File: config.mk
export PLATFORM = sky130hd
export DESIGN_NAME = menu_ctrl_flat
export DESIGN_NICKNAME = d
export VERILOG_FILES = /design/src/rtl/menu_pkg.sv /design/src/rtl/menu_if.sv /design/src/rtl/btn_debounce.sv /design/src/rtl/menu_ctrl.sv /design/src/flat_wrapper.sv
export SDC_FILE = /design/constraint.sdc
export NUM_CORES = 1
export LEC_CHECK = 0
export CORE_UTILIZATION = 49
export CTS_CLUSTER_DIAMETER = 150
export DETAILED_ROUTE_END_ITERATION = 12
export GPL_ROUTABILITY_DRIVEN = 0
export HOLD_SLACK_MARGIN = 0.05
export PLACE_DENSITY = 0.9
export RECOVER_POWER = 100
export SYNTH_ARGS = -nofsm -noshare
export SYNTH_HDL_FRONTEND = slang
export SYNTH_SLANG_ARGS = --single-unit
File: constraint.sdc
create_clock -name clk -period 6.5 [get_ports clk]
set_input_delay 1.3 -clock clk [delete_from_list [all_inputs] [get_ports clk]]
set_output_delay 1.3 -clock clk [all_outputs]
set_load 0.01 [all_outputs]
File: src/rtl/menu_pkg.sv
// Shared definitions for the menu controller: character codes, the item text table
// and the selection FSM state type.
package menu_pkg;

  localparam logic [3:0] CHAR_B     = 4'd10;
  localparam logic [3:0] CHAR_F     = 4'd11;
  localparam logic [3:0] CHAR_I     = 4'd12;
  localparam logic [3:0] CHAR_U     = 4'd13;
  localparam logic [3:0] CHAR_Z     = 4'd14;
  localparam logic [3:0] CHAR_BLANK = 4'd15;

  localparam logic [31:0] BLANK_LINE = {8{CHAR_BLANK}};

  // Nibble 0 is the leftmost character, so each string is written right-to-left.
  localparam logic [31:0] ITEM0 = {{4{CHAR_BLANK}}, CHAR_Z, CHAR_Z, CHAR_I, CHAR_F};          // "FIZZ"
  localparam logic [31:0] ITEM1 = {{4{CHAR_BLANK}}, CHAR_Z, CHAR_Z, CHAR_U, CHAR_B};          // "BUZZ"
  localparam logic [31:0] ITEM2 = {{3{CHAR_BLANK}}, 4'd2, CHAR_BLANK, CHAR_F, CHAR_U, CHAR_B}; // "BUF 2"
  localparam logic [31:0] ITEM3 = {{3{CHAR_BLANK}}, 4'd3, CHAR_BLANK, CHAR_B, CHAR_I, CHAR_F}; // "FIB 3"

  localparam logic [3:0][31:0] ITEM = {ITEM3, ITEM2, ITEM1, ITEM0};

  typedef enum logic [1:0] {
    BROWSE  = 2'd0,
    CONFIRM = 2'd1,
    RELEASE = 2'd2
  } menu_state_e;

endpackage

File: src/rtl/menu_if.sv
// Menu controller bus: renderer scan timing in, text/origin out, buttons in,
// selection strobe and FSM debug view out.
interface menu_if;
  import menu_pkg::*;

  logic        newframe;
  logic        newline;
  logic [9:0]  y;
  logic        btn_up;
  logic        btn_down;
  logic        btn_sel;
  logic [31:0] line;
  logic [9:0]  x0;
  logic [9:0]  y0;
  logic        hilite;
  // sel_valid is a bare one-cycle strobe with no ready: the consumer must take
  // sel_idx in the cycle sel_valid is high, there is no back-pressure.
  logic        sel_valid;
  logic [1:0]  sel_idx;
  menu_state_e state;
  logic [1:0]  cursor;

  modport master (
    output newframe, newline, y, btn_up, btn_down, btn_sel,
    input  line, x0, y0, hilite, sel_valid, sel_idx, state, cursor
  );

  modport slave (
    input  newframe, newline, y, btn_up, btn_down, btn_sel,
    output line, x0, y0, hilite, sel_valid, sel_idx, state, cursor
  );
endinterface

File: src/rtl/btn_debounce.sv
// Frame-rate debouncer: the level follows raw only after DEB_FRAMES consecutive
// newframe samples that disagree with it.
module btn_debounce #(
  parameter int DEB_FRAMES = 3
) (
  input  logic clk,
  input  logic rst,
  input  logic newframe,
  input  logic raw,
  output logic press,
  output logic level_next
);
  localparam int CW = $clog2(DEB_FRAMES + 1);

  logic          level;
  logic [CW-1:0] cnt;
  logic          flip;

  // press and level_next are combinational so the FSM consumes them on the same newframe.
  always_comb begin
    flip       = newframe && (raw != level) && (cnt == CW'(DEB_FRAMES - 1));
    level_next = flip ? raw : level;
    press      = flip && raw;
  end

  always_ff @(posedge clk) begin
    if (!rst) begin
      level <= 1'b0;
      cnt   <= '0;
    end else if (newframe) begin
      if (raw == level) begin
        cnt <= '0;
      end else if (flip) begin
        level <= raw;
        cnt   <= '0;
      end else begin
        cnt <= cnt + CW'(1);
      end
    end
  end
endmodule

File: src/rtl/menu_ctrl.sv
// Menu controller: time-shares one text renderer across N_ITEMS rows and runs the
// browse/confirm/release selection FSM from debounced buttons.
module menu_ctrl
  import menu_pkg::*;
#(
  parameter int N_ITEMS      = 4,
  parameter int X_BASE       = 400,
  parameter int Y_BASE       = 50,
  parameter int ROW_PITCH    = 24,
  parameter int DEB_FRAMES   = 3,
  parameter int BLINK_FRAMES = 16
) (
  input  logic clk,
  input  logic rst,
  menu_if.slave bus
);
  localparam int BW = $clog2(BLINK_FRAMES + 1);

  menu_state_e    state;
  logic [1:0]     cursor;
  logic [BW-1:0]  blink_cnt;
  logic           blink_phase;
  logic [31:0]    line_q;
  logic [9:0]     x0_q;
  logic [9:0]     y0_q;
  logic           hilite_q;
  logic           sel_valid_q;
  logic [1:0]     sel_idx_q;

  logic up_press, down_press, sel_press;
  logic up_lvl_nx, down_lvl_nx, sel_lvl_nx;
  logic       row_hit;
  logic [1:0] row_slot;
  logic [9:0] row_y;

  btn_debounce #(.DEB_FRAMES(DEB_FRAMES)) u_deb_up (
    .clk(clk), .rst(rst), .newframe(bus.newframe), .raw(bus.btn_up),
    .press(up_press), .level_next(up_lvl_nx)
  );
  btn_debounce #(.DEB_FRAMES(DEB_FRAMES)) u_deb_down (
    .clk(clk), .rst(rst), .newframe(bus.newframe), .raw(bus.btn_down),
    .press(down_press), .level_next(down_lvl_nx)
  );
  btn_debounce #(.DEB_FRAMES(DEB_FRAMES)) u_deb_sel (
    .clk(clk), .rst(rst), .newframe(bus.newframe), .raw(bus.btn_sel),
    .press(sel_press), .level_next(sel_lvl_nx)
  );

  // Row lookup by range compare against each row's constant bounds.
  always_comb begin
    row_hit  = 1'b0;
    row_slot = 2'd0;
    row_y    = 10'(Y_BASE);
    for (int k = 0; k < N_ITEMS; k++) begin
      if (int'(bus.y) >= Y_BASE + k * ROW_PITCH &&
          int'(bus.y) <  Y_BASE + (k + 1) * ROW_PITCH) begin
        row_hit  = 1'b1;
        row_slot = 2'(k);
        row_y    = 10'(Y_BASE + k * ROW_PITCH);
      end
    end
  end

  always_ff @(posedge clk) begin
    if (!rst) begin
      state       <= BROWSE;
      cursor      <= 2'd0;
      blink_cnt   <= '0;
      blink_phase <= 1'b1;
      line_q      <= BLANK_LINE;
      x0_q        <= 10'(X_BASE);
      y0_q        <= 10'(Y_BASE);
      hilite_q    <= 1'b0;
      sel_valid_q <= 1'b0;
      sel_idx_q   <= 2'd0;
    end else begin
      if (bus.newline) begin
        if (row_hit) begin
          line_q   <= ITEM[row_slot];
          x0_q     <= 10'(X_BASE);
          y0_q     <= row_y;
          hilite_q <= (row_slot == cursor) && ((state != RELEASE) || blink_phase);
        end else begin
          line_q   <= BLANK_LINE;
          hilite_q <= 1'b0;
        end
      end

      sel_valid_q <= 1'b0;
      case (state)
        BROWSE: begin
          if (bus.newframe) begin
            if (sel_press) begin
              state       <= CONFIRM;
              sel_valid_q <= 1'b1;
              sel_idx_q   <= cursor;
            end else if (up_press && !down_press) begin
              cursor <= (cursor == 2'd0) ? 2'(N_ITEMS - 1) : cursor - 2'd1;
            end else if (down_press && !up_press) begin
              cursor <= (cursor == 2'(N_ITEMS - 1)) ? 2'd0 : cursor + 2'd1;
            end
          end
        end
        CONFIRM: begin
          state       <= RELEASE;
          blink_cnt   <= '0;
          blink_phase <= 1'b1;
        end
        RELEASE: begin
          if (bus.newframe) begin
            if (blink_cnt == BW'(BLINK_FRAMES - 1)) begin
              blink_cnt   <= '0;
              blink_phase <= ~blink_phase;
            end else begin
              blink_cnt <= blink_cnt + BW'(1);
            end
            if (!up_lvl_nx && !down_lvl_nx && !sel_lvl_nx) state <= BROWSE;
          end
        end
        default: state <= BROWSE;
      endcase
    end
  end

  assign bus.line      = line_q;
  assign bus.x0        = x0_q;
  assign bus.y0        = y0_q;
  assign bus.hilite    = hilite_q;
  assign bus.sel_valid = sel_valid_q;
  assign bus.sel_idx   = sel_idx_q;
  assign bus.state     = state;
  assign bus.cursor    = cursor;
endmodule

File: src/flat_wrapper.sv
// flat-port wrapper written by rule: the top's interface ports become plain ports
module menu_ctrl_flat import menu_pkg::*;
#(
  parameter int N_ITEMS      = 4,
  parameter int X_BASE       = 400,
  parameter int Y_BASE       = 50,
  parameter int ROW_PITCH    = 24,
  parameter int DEB_FRAMES   = 3,
  parameter int BLINK_FRAMES = 16
)
  (clk, rst, bus_newframe, bus_newline, bus_y, bus_btn_up, bus_btn_down, bus_btn_sel, bus_line, bus_x0, bus_y0, bus_hilite, bus_sel_valid, bus_sel_idx, bus_state, bus_cursor);
  menu_if bus_i ();
  input  logic clk;
  input  logic rst;
  input wire logic [$bits(bus_i.newframe)-1:0] bus_newframe;
  input wire logic [$bits(bus_i.newline)-1:0] bus_newline;
  input wire logic [$bits(bus_i.y)-1:0] bus_y;
  input wire logic [$bits(bus_i.btn_up)-1:0] bus_btn_up;
  input wire logic [$bits(bus_i.btn_down)-1:0] bus_btn_down;
  input wire logic [$bits(bus_i.btn_sel)-1:0] bus_btn_sel;
  output wire logic [$bits(bus_i.line)-1:0] bus_line;
  output wire logic [$bits(bus_i.x0)-1:0] bus_x0;
  output wire logic [$bits(bus_i.y0)-1:0] bus_y0;
  output wire logic [$bits(bus_i.hilite)-1:0] bus_hilite;
  output wire logic [$bits(bus_i.sel_valid)-1:0] bus_sel_valid;
  output wire logic [$bits(bus_i.sel_idx)-1:0] bus_sel_idx;
  output wire logic [$bits(bus_i.state)-1:0] bus_state;
  output wire logic [$bits(bus_i.cursor)-1:0] bus_cursor;
  assign bus_i.newframe = bus_newframe;
  assign bus_i.newline = bus_newline;
  assign bus_i.y = bus_y;
  assign bus_i.btn_up = bus_btn_up;
  assign bus_i.btn_down = bus_btn_down;
  assign bus_i.btn_sel = bus_btn_sel;
  assign bus_line = bus_i.line;
  assign bus_x0 = bus_i.x0;
  assign bus_y0 = bus_i.y0;
  assign bus_hilite = bus_i.hilite;
  assign bus_sel_valid = bus_i.sel_valid;
  assign bus_sel_idx = bus_i.sel_idx;
  assign bus_state = bus_i.state;
  assign bus_cursor = bus_i.cursor;
  menu_ctrl #(.N_ITEMS(N_ITEMS), .X_BASE(X_BASE), .Y_BASE(Y_BASE), .ROW_PITCH(ROW_PITCH), .DEB_FRAMES(DEB_FRAMES), .BLINK_FRAMES(BLINK_FRAMES)) u_core (.clk(clk), .rst(rst), .bus(bus_i));
endmodule
## After elaboration in Yosys (flattened, before gate mapping)

Index checks and enable logic that the tools add are counted.
Widths: inputs -> output; s select.

- Word-level logic and storage cells: 132
- Memories kept: 0
- Register bits: 65
- Memory bits (read-only): 0
- Latch bits: 0
- Bits in writable memories: 0

- Bitwise operators: 5
- Multiplexer cells: 39
- Add/sub/neg operators: 6
- Reductions and logical operators: 38
- $mul: 0
- Shift-type cells: 0
- Equal/unequal tests: 20
- Div/mod/pow operators: 0
- $lt $le $gt $ge: 9

Operators by type and width:

| kind | count |
|---|---|
| $bmux 32 s2 | 1 |
| $mux 32 | 2 |
| $mux 2 | 16 |
| $ge 10x7->1 const B | 3 |
| $lt 10x7->1 const B | 3 |
| $mux 7 | 3 |
| $logic_and 1x1->1 | 18 |
| $mux 1 | 12 |
| $eq 2x2->1 const B | 5 |
| $ge 10x6->1 const B | 1 |
| $lt 10x8->1 const B | 1 |
| $mux 5 | 2 |
| $pmux 5 s2 | 1 |
| $reduce_and 2->1 | 5 |
| $reduce_and 3->1 | 3 |
| $add 2x1->2 const B | 4 |
| $reduce_and 4->1 | 2 |
| $ne 2x1->1 const B | 3 |
| $ne 2x2->1 const B | 3 |
| $pmux 2 s3 | 1 |
| $add 5x1->5 const B | 1 |
| $eq 5x4->1 const B | 1 |
| $logic_not 1->1 | 5 |
| $not 1->1 | 5 |
| other kinds (10) | 16 |

## Logic depth before layout (Yosys ltp)

Gate-level depths: netlist (run 1).

- Depth in word-level cells: 10
- Gate-level depth with buffers: 8

## Hierarchy

Synthesis (run 1) repeated with hierarchy kept, for this count alone.

- Cells, all modules: 246
- Area, all modules: 2160.8 um2

By module, submodules not included:

| module | cells an instance | area each (um2) | sequential area each (um2) | times used |
|---|---|---|---|---|
| menu_ctrl | 198 | 1639.1 | 500.5 | 1 |
| btn_debounce | 16 | 173.9 | 60.1 | 3 |

## Worst setup path before layout (run 1)

Ideal clock, no wire load.

- Path kind: input to register
- Start: in bus_newframe
- End: reg u_core.cursor[0] (netlist: u_core.bus.cursor[0])
- Stages on the path: 8
- Path slack: 3230 ps
- Path buffers: 2
- Data arrival time: 3179 ps
- Data required time: 6409 ps
- Setup time: 91 ps
- Path through: clkbuf_1 clkbuf_1 nand2_1 nor3b_1 ha_1 nor4_1 a21oi_1 a311oi_1

- Longest elaborated chain between the ends: 7
- Elaborated cells between the ends (all ways): 17
- Classes of those cells: mux: 1; bitwise: 1; reduce/logical: 15

RTL lines:

| item | RTL line | text |
|---|---|---|
| start: declaration | flat_wrapper.sv:15 | `input wire logic [$bits(bus_i.newframe)-1:0] bus_newframe;` |
| $logic_and 1x1->1 (2 in series) | btn_debounce.sv:21 | `flip = newframe && (raw != level) && (cnt == CW'(DEB_FRAMES - 1));` |
| $logic_and 1x1->1 | btn_debounce.sv:23 | `press = flip && raw;` |
| $logic_not 1->1 (on tied branches) | menu_ctrl.sv:99, menu_ctrl.sv:97 |  |
| $logic_and 1x1->1 (on tied branches) | menu_ctrl.sv:99, menu_ctrl.sv:97 |  |
| $reduce_bool 2->1 (no source line) | -- |  |
| $reduce_and 4->1 (no source line) | -- |  |
| end signal: assignment | menu_ctrl.sv:98 | `cursor <= (cursor == 2'd0) ? 2'(N_ITEMS - 1) : cursor - 2'd1;` |
| end signal: assignment | menu_ctrl.sv:100 | `cursor <= (cursor == 2'(N_ITEMS - 1)) ? 2'd0 : cursor + 2'd1;` |
| end: declaration | menu_ctrl.sv:20 | `logic [1:0] cursor;` |

Several ways; a longest one is shown, not always the timed one.
A chain may end at the register's enable or synchronous reset.

## Worst setup path in the final report (run 1)

Same ends and word-level chain as after synthesis.

==> key figures, run 1 <==
Clock tree
  – Postcts setup bufs: 0
  – CTS root buf: clkbuf_8
  – Clk Latency, worst-skew pair: 300 ps
  – Worst-path clk slew: 80 ps
  – # hold bufs at CTS: 0
  – TritonCTS buffer count: 5
  – Clk sink count: 34
  – H-tree levels: 2
  – CTS resizes: 0
  – TritonCTS clock tree: built
  – Longest Clk Path Bufs: 2

Floorplanning
  – Die width: 68.25 um
  – Die height: 68.25 um
  – Starting density of the core: 52.27%
  – Die area: 0.004658 mm^2
  – Core Region: 0.004115 mm^2
  – Num ports: 77
  – Site row count: 23

Global route
  – Vias in the first global route: 1545
  – Initial antenna violation count: 0
  – Largest net degree at the start of global routing: 22
  – First-pass GRT wire length: 6.693 mm
  – Total global-route track usage: 19.23%
  – Grt ovf: 0

STA
  – Clock skew: between 4 and 5 ps
  – Pins Over Slew Limit: 0
  – Hold slack: roughly 450 ps
  – # setup viols final: 0
  – Final setup margin: 2794 ps
  – RSZ-0062 raised after global routing: false
  – Actual slew at the worst max-slew pin: 669.6 ps
  – Crit share post-route: 57.01%
  – Sum Neg Setup Slack: 0 ps
  – Slew margin rel.: 55.31%
  – Peak Freq: 0.2699 GHz
  – Minimum clock period: 3706 ps
  – Final Hold Viols: 0

Yosys
  – Ys Warns: 0
  – Area contributors post-synth: dfxtp_1 32%, buf_4 14%, mux2i_1 4.7%
  – Synth async-reset ratio: 0%
  – Top-count cell post-synth: buf_4
  – EDFF count, synth: 0
  – Post-synth top area cell: dfxtp_1
  – Distinct cells, synth: 61
  – Mapped Cells: roughly 260
  – Post-synthesis sequential area ratio: 31.65%
  – Mapped Avg Cell Area: roughly 8.4 um^2
  – Top_reg_cell synth: dfxtp_1
  – Synth top area share: a little under a third
  – Syn Std Cell Area: 0.002151 mm^2
  – Seq cells post-synth: 34
  – Synth cell count leaders: 41 x buf_4, 34 x dfxtp_1, 24 x nor2_1, 18 x a21oi_1, 15 x nand2_1

Power
  – P_leak: 0.9690 nW
  – Max IR drop VDD: around 0.000095 V
  – Comb pwr share: 11.0%
  – Switching share of power: 23.82%
  – Clock share of power: 46.7%
  – Switch Pwr: 0.0001212 W
  – Cell Pwr Density: 203.8 mW/mm^2
  – Pint: just under 0.0004 W
  – Sequential Power Share: 42.3%

Worst setup path
  – Register-to-Register Path Depth: 7
  – Critical path required time: 6710 ps
  – Slowest-stage cell, CP: dlygate4sd3_1
  – Crit start category: input pin
  – CP max stage delay: ~960 ps
  – Kind of critical path: input pin to flop
  – Crit path cell chain: dlygate4sd3_1, nand2_1, nor3b_1, ha_1, nor4_1, a21oi_1, a311oi_1
  – CP top delay family: simple AND/OR/NAND/NOR gates
  – Worst Path Buf+Inv: 1
  – Stages on worst setup path: 7
  – Endpoint class of the critical path: flop
  – Data arrival, critical path: 3910 ps
  – Critical path peak fanout: 21

Detailed routing
  – Detailed Routing Iterations Pass 1: 4
  – Vias per Instance: roughly 5.3
  – Vias: 1783
  – Drt wl/cell: approximately 13 um
  – Drt initial violations: 101
  – Final wirelength: 4.276 mm
  – DRC: 0
  – DRT antenna net count: 0

Layout
  – Share of cells above drive strength 1: 6.969%
  – Nets: 307
  – P&R area growth vs syn: 16.06%
  – Fillers: around 360
  – N_diodes: 0

Placed design
  – Final HPWL DP: 3.064 mm
  – Pre-CTS setup slack: around 2600 ps
  – I/O Buffers: 37

Flow run
  – Maxcap violations: 0

Hold path
  – Hold Crit Class: flop to flop
  – Hold path cells: 2

Run status
  – Outcome: completed
## final cells by class
| type | count | area (um^2) | share of cell area (%) |
|---|---|---|---|
| Multi-Input combinational cell | 202 | 1222 | 48.97 |
| Sequential cell | 34 | 680.7 | 27.27 |
| Timing Repair Buffer | 37 | 370.4 | 14.84 |
| Clock buffer | 5 | 68.82 | 2.757 |
| Clock inverter | 3 | 68.82 | 2.757 |
| Tap cell | 50 | 62.56 | 2.506 |
| Inverter | 6 | 22.52 | 0.9023 |
## state kept, by name, summed over array words and instances (netlist names)
name and flops:
u_core.bus.line 7, u_core.u_deb_down.level 1, u_core.u_deb_sel.level 1, u_core.u_deb_up.cnt 2, u_core.u_deb_up.level 1, u_core.bus.sel_idx 2, u_core.bus.cursor 2, u_core.u_deb_down.cnt 2
u_core.u_deb_sel.cnt 2, u_core.bus.sel_valid 1, u_core.blink_cnt 5, u_core.bus.state 2, u_core.blink_phase 1, u_core.bus.y0 4, u_core.bus.hilite 1
## stage by stage
step	total power, W	utilization (%)	area (um^2)	std cells
3_3_place_gp	0.0002760	57.59	2370	329
2_1_floorplan	0.0002725	-	2286	292
3_5_place_dp	0.0002771	57.59	2370	329
6_report	0.0005088	60.66	2496	337
5_1_grt	0.0005258	60.66	2496	337
4_1_cts	0.0005113	60.93	2507	337
## worst register-to-register path: cells and delay by family (launching register included)
family / cells / cell delay, ps
AND/OR/NAND/NOR: 4 / 1220
AO/OA/AOI/OAI: 2 / 390
flip-flops: 1 / 370
adder cells (fa/ha/maj): 1 / 260
## cells in the final DEF, fill, tap and decap left out, types with 2 or more instances in the layout
| master | synthesis | layout |
|---|---|---|
| a211oi_1 | 2 | 2 |
| a21oi_1 | 18 | 19 |
| a31oi_1 | 2 | 2 |
| a41oi_1 | 2 | 2 |
| and2_1 | 3 | 2 |
| and3_1 | 2 | 2 |
| bufinv_16 | 0 | 2 |
| clkbuf_8 | 0 | 5 |
| clkdlybuf4s50_1 | 0 | 11 |
| conb_1 | 2 | 38 |
| dfxtp_1 | 34 | 34 |
| dlygate4sd3_1 | 0 | 26 |
| ha_1 | 4 | 4 |
| inv_1 | 6 | 6 |
| mux2i_1 | 10 | 10 |
| nand2_1 | 15 | 15 |
| nand2b_1 | 10 | 10 |
| nand3_1 | 11 | 11 |
| nand3b_1 | 2 | 2 |
| nand4b_1 | 3 | 3 |
| nor2_1 | 24 | 24 |
| nor2b_1 | 2 | 2 |
| nor3_1 | 5 | 5 |
| nor3b_1 | 2 | 2 |
| o21ai_0 | 4 | 6 |
| o311ai_0 | 2 | 2 |
| or2_2 | 2 | 2 |
| xnor2_1 | 4 | 4 |
## path summary, 6_finish.rpt
kind	from	to	slack (ps)
setup / recovery	bus_newframe	u_core.bus.cursor[0]	2790
hold / removal	u_core.blink_cnt[4]	u_core.blink_cnt[4]	450
hold reg to reg	u_core.blink_cnt[4]	u_core.blink_cnt[4]	450
setup reg to reg	u_core.u_deb_up.cnt[1]	u_core.bus.cursor[0]	4180
## cells by family after synthesis
family                     share of synthesized area [%]
buffers and inverters                              17.28
DFF                                                31.65
adders and majority gates                          2.327
xor gates and xnor gates                           2.036
and+or+nand+nor                                    23.74
AOI/OAI and AO/OA                                  17.98
other                                             0.3492
muxes                                              4.654
## routing by layer
metal / share of wire [%] / up-vias / GRT usage [%] / wire length, um
met5: 0 / - / 0 / 0
met4: 1.3 / 0 / 6.771 / 55
met3: 6.1 / 7 / 5.333 / 259
met2: 49 / 63 / 33.82 / 2083
met1: 44 / 825 / 21.99 / 1878
li1: - / 888 / - / -
## power groups by stage
| stage | clock network [W] | logic [W] | registers (W) |
|---|---|---|---|
| floorplan | 0 | 0.0000522 | 0.000220 |
| global placement | 0 | 0.0000563 | 0.000220 |
| detailed placement | 0 | 0.0000573 | 0.000220 |
| CTS | 0.000239 | 0.0000576 | 0.000215 |
| global route | 0.000248 | 0.0000623 | 0.000215 |
| finish | 0.000238 | 0.0000561 | 0.000215 |
No activity file was read; power rests on OpenSTA's default activity.
==> run 2: changes to the inputs <==
--- a/config.mk
+++ b/config.mk
@@ -5,12 +5,12 @@
 export SDC_FILE = /design/constraint.sdc
 export NUM_CORES = 1
 export LEC_CHECK = 0
-export CORE_UTILIZATION = 49
+export CORE_UTILIZATION = 41
 export CTS_CLUSTER_DIAMETER = 150
 export DETAILED_ROUTE_END_ITERATION = 12
 export GPL_ROUTABILITY_DRIVEN = 0
 export HOLD_SLACK_MARGIN = 0.05
-export PLACE_DENSITY = 0.9
+export PLACE_DENSITY = 0.81
 export RECOVER_POWER = 100
 export SYNTH_ARGS = -nofsm -noshare
 export SYNTH_HDL_FRONTEND = slang
==> constraint.sdc (replaced) <==
create_clock -name clk -period 2.98 [get_ports clk]
set_input_delay 0.596 -clock clk [delete_from_list [all_inputs] [get_ports clk]]
set_output_delay 0.596 -clock clk [all_outputs]
set_load 0.01 [all_outputs]
==> run 2 against run 1 <==
Against the previous run:
- count of clock-buffer cells in the layout up 3
- critical path depth up 1
- sequential power up 120%
- non-clock buffer count up 4
- first-iteration DRC count down 3.0%
- largest power group is now sequential cells
- register-to-register slack worse by 3300 ps
==> key figures, run 2 (synthesis gave the netlist of run 1 again) <==
Run status
  – Outcome: completed

Layout
  – Max reg flops: 7
  – FF/Latch Area: about 680 um^2
  – Multi-input logic area: 0.001225 mm^2
  – Share of cells above drive strength 1: 6.873%
  – Fillers: between 400 and 500
  – P&R area growth vs syn: 16.75%
  – Nets: roughly 310
  – N_diodes: 0
  – Util after Layout: 51.46%
  – Most frequent cells in the layout: 38 x conb_1, 34 x dfxtp_1, 25 x nor2_1, 25 x dlygate4sd3_1, 19 x a21oi_1
  – Leading cell type in the layout, fill and taps excluded: conb_1
  – Non-Filler Instances: 358
  – Fin area: 0.002511 mm^2

Power
  – P_leak: roughly 0.97 nW
  – Cell Pwr Density: 395.1 mW/mm^2
  – Max IR drop VDD: about 0.00024 V

Clock tree
  – # hold bufs at CTS: 0
  – Clk sink count: 34
  – Worst-path clk slew: 70 ps
  – CTS root buf: clkbuf_8
  – Clk Latency, worst-skew pair: 290 ps
  – Longest Clk Path Bufs: 2
  – TritonCTS clock tree: built
  – Postcts setup bufs: 0
  – CTS resizes: 0
  – H-tree levels: 2
  – TritonCTS buffer count: 5

Flow run
  – Maxcap violations: 0

Detailed routing
  – Detailed Routing Iterations Pass 1: 4
  – Vias: 1800
  – DRT antenna net count: 0
  – Vias per Instance: between 5 and 6
  – Drt initial violations: 98
  – Drt wl/cell: 11.74 um
  – Final wirelength: 4.204 mm
  – DRC: 0

STA
  – Hold slack: 442.2 ps
  – # setup viols final: 0
  – Minimum clock period: roughly 2500 ps
  – Clock skew: about 4.3 ps
  – Pins Over Slew Limit: 0
  – Sum Neg Setup Slack: 0 ps
  – Slew margin rel.: 42.40%
  – Crit share post-route: a little over four fifths
  – RSZ-0062 raised after global routing: false
  – Peak Freq: 0.3968 GHz
  – Final Hold Viols: 0
  – Actual slew at the worst max-slew pin: 864.0 ps

Placed design
  – Final HPWL DP: ~3.1 mm
  – Placed cell count: 350
  – DP Area: 0.002421 mm^2
  – I/O Buffers: 37

Floorplanning
  – Core Region: about 0.005 mm^2
  – Die width: 74.43 um
  – Die area: 0.005540 mm^2
  – Site row count: 25
  – Starting density of the core: approximately 44%
  – Num ports: 77
  – Die height: about 74 um

Worst setup path
  – Endpoint class of the critical path: flop
  – Critical Path Sink: u_core.bus.cursor[0]
  – Data arrival, critical path: 2710 ps
  – Register-to-Register Path Depth: 8
  – Critical path peak fanout: 9
  – Critical path required time: approximately 3200 ps
  – RR Endpoint: u_core.bus.cursor[0]
  – Worst r2r src: u_core.u_deb_up.cnt[1]
  – Kind of critical path: input pin to flop
  – Crit start category: input pin
  – Setup crit start: bus_newframe
  – Flop2flop setup slack: 880 ps

Hold path
  – Hold path cells: 2
  – Hold Crit Class: flop to flop

Global route
  – Grt ovf: 0
  – First-pass GRT wire length: 7.024 mm
  – Largest net degree at the start of global routing: 20
  – Initial antenna violation count: 0
  – Total global-route track usage: about 16%
  – Vias in the first global route: 1609
-- run 2: layout make-up --
cell class                      count  share of cell area [%]
Clock buffer                        8                   4.385
Inverter                            6                  0.8969
Timing Repair Buffer               41                   15.50
Tap cell                           67                   3.338
Sequential cell                    34                   27.11
Multi-Input combinational cell    202                   48.78
-- run 2: metrics by stage --
stage / setup WS, ps / total power [W]
floorplan: 414.4 / 0.0005944
global placement: 356.2 / 0.0006052
detailed placement: 314.2 / 0.0006077
CTS: 579.6 / 0.001005
global route: 227.7 / 0.001032
finish: 460.2 / 0.0009921
-- run 2: worst max-delay path, cell delays in order --
cell	delay [ps]
dlygate4sd3_1	730
nand2_1	120
nor3b_1	230
ha_1	260
nor4_1	250
clkbuf_1	190
a21oi_1	80
a311oi_1	250
-- run 2: worst min-delay path by stage --
stage / to / from / slack, ps
final: u_core.blink_cnt[4] / u_core.blink_cnt[4] / 440
after CTS: u_core.blink_cnt[4] / u_core.blink_cnt[4] / 450
after detailed placement: u_core.blink_cnt[4] / u_core.blink_cnt[4] / 430
after global routing: u_core.blink_cnt[4] / u_core.blink_cnt[4] / 460
after floorplan: u_core.blink_cnt[4] / u_core.blink_cnt[4] / 420
after global placement: u_core.blink_cnt[4] / u_core.blink_cnt[4] / 420
-- run 2: metal layers --
layer  global-route usage (%)  vias to the layer above  share of wire (%)
li1                         -                      898                  -
met1                    20.23                      829                 43
met2                    27.23                       66                 48
met3                    4.878                        7                7.3
met4                    6.289                        0                1.4
met5                        0                        -                  0
-- run 2: report_power, final --
group / switching (W) / internal (W)
sequential: 0.00000643 / 0.000463
clock: 0.000166 / 0.000233
combinational: 0.0000748 / 0.0000493
total: 0.000247 / 0.000745
==> run 3: changes to the inputs <==
==> constraint.sdc (replaced) <==
create_clock -name clk -period 2.2 [get_ports clk]
set_input_delay 0.44 -clock clk [delete_from_list [all_inputs] [get_ports clk]]
set_output_delay 0.44 -clock clk [all_outputs]
set_load 0.01 [all_outputs]
==> run 3 against run 2 <==
Against the previous run:
- count of clock-buffer cells in the layout unchanged
- combinational power up 60%
- worst hold slack improved by 0.51 ps
- power up 39%
- cell area rose by 8.5%
- clock skew shrank 1.7 ps
- critical path type unchanged
- largest power group unchanged
==> key figures, run 3 (synthesis gave the netlist of run 1 again) <==
Clock tree
  – TritonCTS clock tree: built
  – Postcts setup bufs: 0
  – CTS root buf: clkbuf_8
  – Longest Clk Path Bufs: 2
  – TritonCTS buffer count: 5
  – Clk sink count: 34
  – H-tree levels: 2
  – Worst-path clk slew: 70 ps
  – # hold bufs at CTS: 0
  – Clk Latency, worst-skew pair: 290 ps

Worst setup path
  – Worst Path Buf+Inv: 1
  – Crit path cell chain: clkdlybuf4s50_1, or4_1, and3_1, or2_4, o311ai_2, a31oi_1
  – Critical path required time: 2350 ps
  – Kind of critical path: input pin to flop
  – Crit start category: input pin
  – Endpoint class of the critical path: flop
  – Critical path peak fanout: 6
  – CP max stage delay: 550 ps
  – CP top delay family: simple AND/OR/NAND/NOR gates
  – Data arrival, critical path: 2250 ps
  – Slowest-stage cell, CP: or4_1

Floorplanning
  – Die width: 74.43 um
  – Die height: ~74 um
  – Num ports: 77
  – Site row count: 25
  – Die area: approximately 0.0055 mm^2
  – Core Region: 0.004880 mm^2
  – Starting density of the core: 44.08%

Power
  – Switching share of power: 24.91%
  – Pint: 0.001032 W
  – Clock share of power: 39.4%
  – Switch Pwr: 0.0003425 W
  – Comb pwr share: 14.4%
  – Cell Pwr Density: 504.5 mW/mm^2
  – Sequential Power Share: 46.2%
  – P_leak: ~1.1 nW
  – Max IR drop VDD: 0.0002554 V

Flow run
  – Maxcap violations: 0

STA
  – RSZ-0062 raised after global routing: true
  – Actual slew at the worst max-slew pin: just over 900 ps
  – Final Hold Viols: 0
  – Clock skew: 2.628 ps
  – Final setup margin: a little over 100 ps
  – Minimum clock period: 2099 ps
  – Slew margin rel.: 38.59%
  – Sum Neg Setup Slack: 0 ps
  – # setup viols final: 0
  – Pins Over Slew Limit: 0
  – Hold slack: 442.8 ps
  – Crit share post-route: 95.43%
  – Peak Freq: 0.4763 GHz

Layout
  – Nets: 334
  – P&R area growth vs syn: 26.70%
  – Leading cell type in the layout, fill and taps excluded: conb_1
  – Util after Layout: 55.85%
  – Most frequent cells in the layout: 38 x conb_1, 34 x dfxtp_1, 24 x nor2_1
  – N_diodes: 0
  – Share of cells above drive strength 1: 15.29%
  – Fin area: about 0.0027 mm^2
  – Max reg flops: 7
  – Fillers: approximately 460

Detailed routing
  – Drt wl/cell: 11.43 um
  – Drt initial violations: 92
  – DRT antenna net count: 0
  – DRC: 0
  – Final wirelength: 4.354 mm
  – Detailed Routing Iterations Pass 1: 4
  – Vias per Instance: 4.801
  – Vias: about 1800

Global route
  – Initial antenna violation count: 0
  – Total global-route track usage: 16.91%
  – Largest net degree at the start of global routing: 21
  – Vias in the first global route: 1660
  – Grt ovf: 0
  – First-pass GRT wire length: 7.258 mm

Hold path
  – Hold Crit Class: flop to flop

Run status
  – Outcome: completed

Placed design
  – DP Area: 0.002613 mm^2
  – I/O Buffers: 37
  – Pre-CTS setup slack: -199.2 ps
  – Final HPWL DP: 3.243 mm
-- run 3: worst paths after layout --
path | cells past startpoint | slack (ps) | end | startpoint
max reg2reg | 8 | 270 | u_core.bus.cursor[1] | u_core.u_deb_up.cnt[1]
min | 2 | 440 | u_core.blink_cnt[4] | u_core.blink_cnt[4]
max | 6 | 100 | u_core.bus.y0[3] | bus_y[2]
min reg2reg | 2 | 440 | u_core.blink_cnt[4] | u_core.blink_cnt[4]
-- run 3: per-layer routing --
layer  track usage [%]  routed length [um]
met2             27.63                2036
met4             6.289                  65
met5                 0                   0
met1             21.17                2017
met3             4.743                 234
-- run 3: timing repair --
action	in CTS	in global routing
endpoints found under the setup margin	0	2
hold endpoints to repair	0	0
gates resized for setup	0	2
-- run 3: power by group through the flow --
stage | clock, W | sequential, W | combinational (W)
floorplan | 0 | 0.000651 | 0.000155
global placement | 0 | 0.000649 | 0.000197
detailed placement | 0 | 0.000649 | 0.000201
CTS | 0.000559 | 0.000635 | 0.000202
global route | 0.000583 | 0.000636 | 0.000219
finish | 0.000541 | 0.000635 | 0.000198
-- run 3: worst reg2reg max path: stages, from the launching register on --
cell and delay [ps]:
dfxtp_1 360, nor2b_1 180, nand2_1 110, nor3b_2 200
ha_1 270, nor4_4 290, buf_4 160, nor2_1 40
a211oi_1 230
-- run 3: through the flow --
stage / instances / total power (W)
after detailed placement: 373 / 0.0008500
after global routing: 381 / 0.001438
after global placement: 373 / 0.0008459
after CTS: 381 / 0.001396
after floorplan: 292 / 0.0008057
final: 381 / 0.001375
-- run 3: layout make-up --
class / instances / area, um^2 / area share [%]
multi-input cells: 202 / 1254 / 46.01
flip-flops and latches: 34 / 680.7 / 24.98
repair buffers: 64 / 574.3 / 21.07
clock buffers: 8 / 110.1 / 4.040
well taps: 67 / 83.83 / 3.076
inverters: 6 / 22.52 / 0.8264
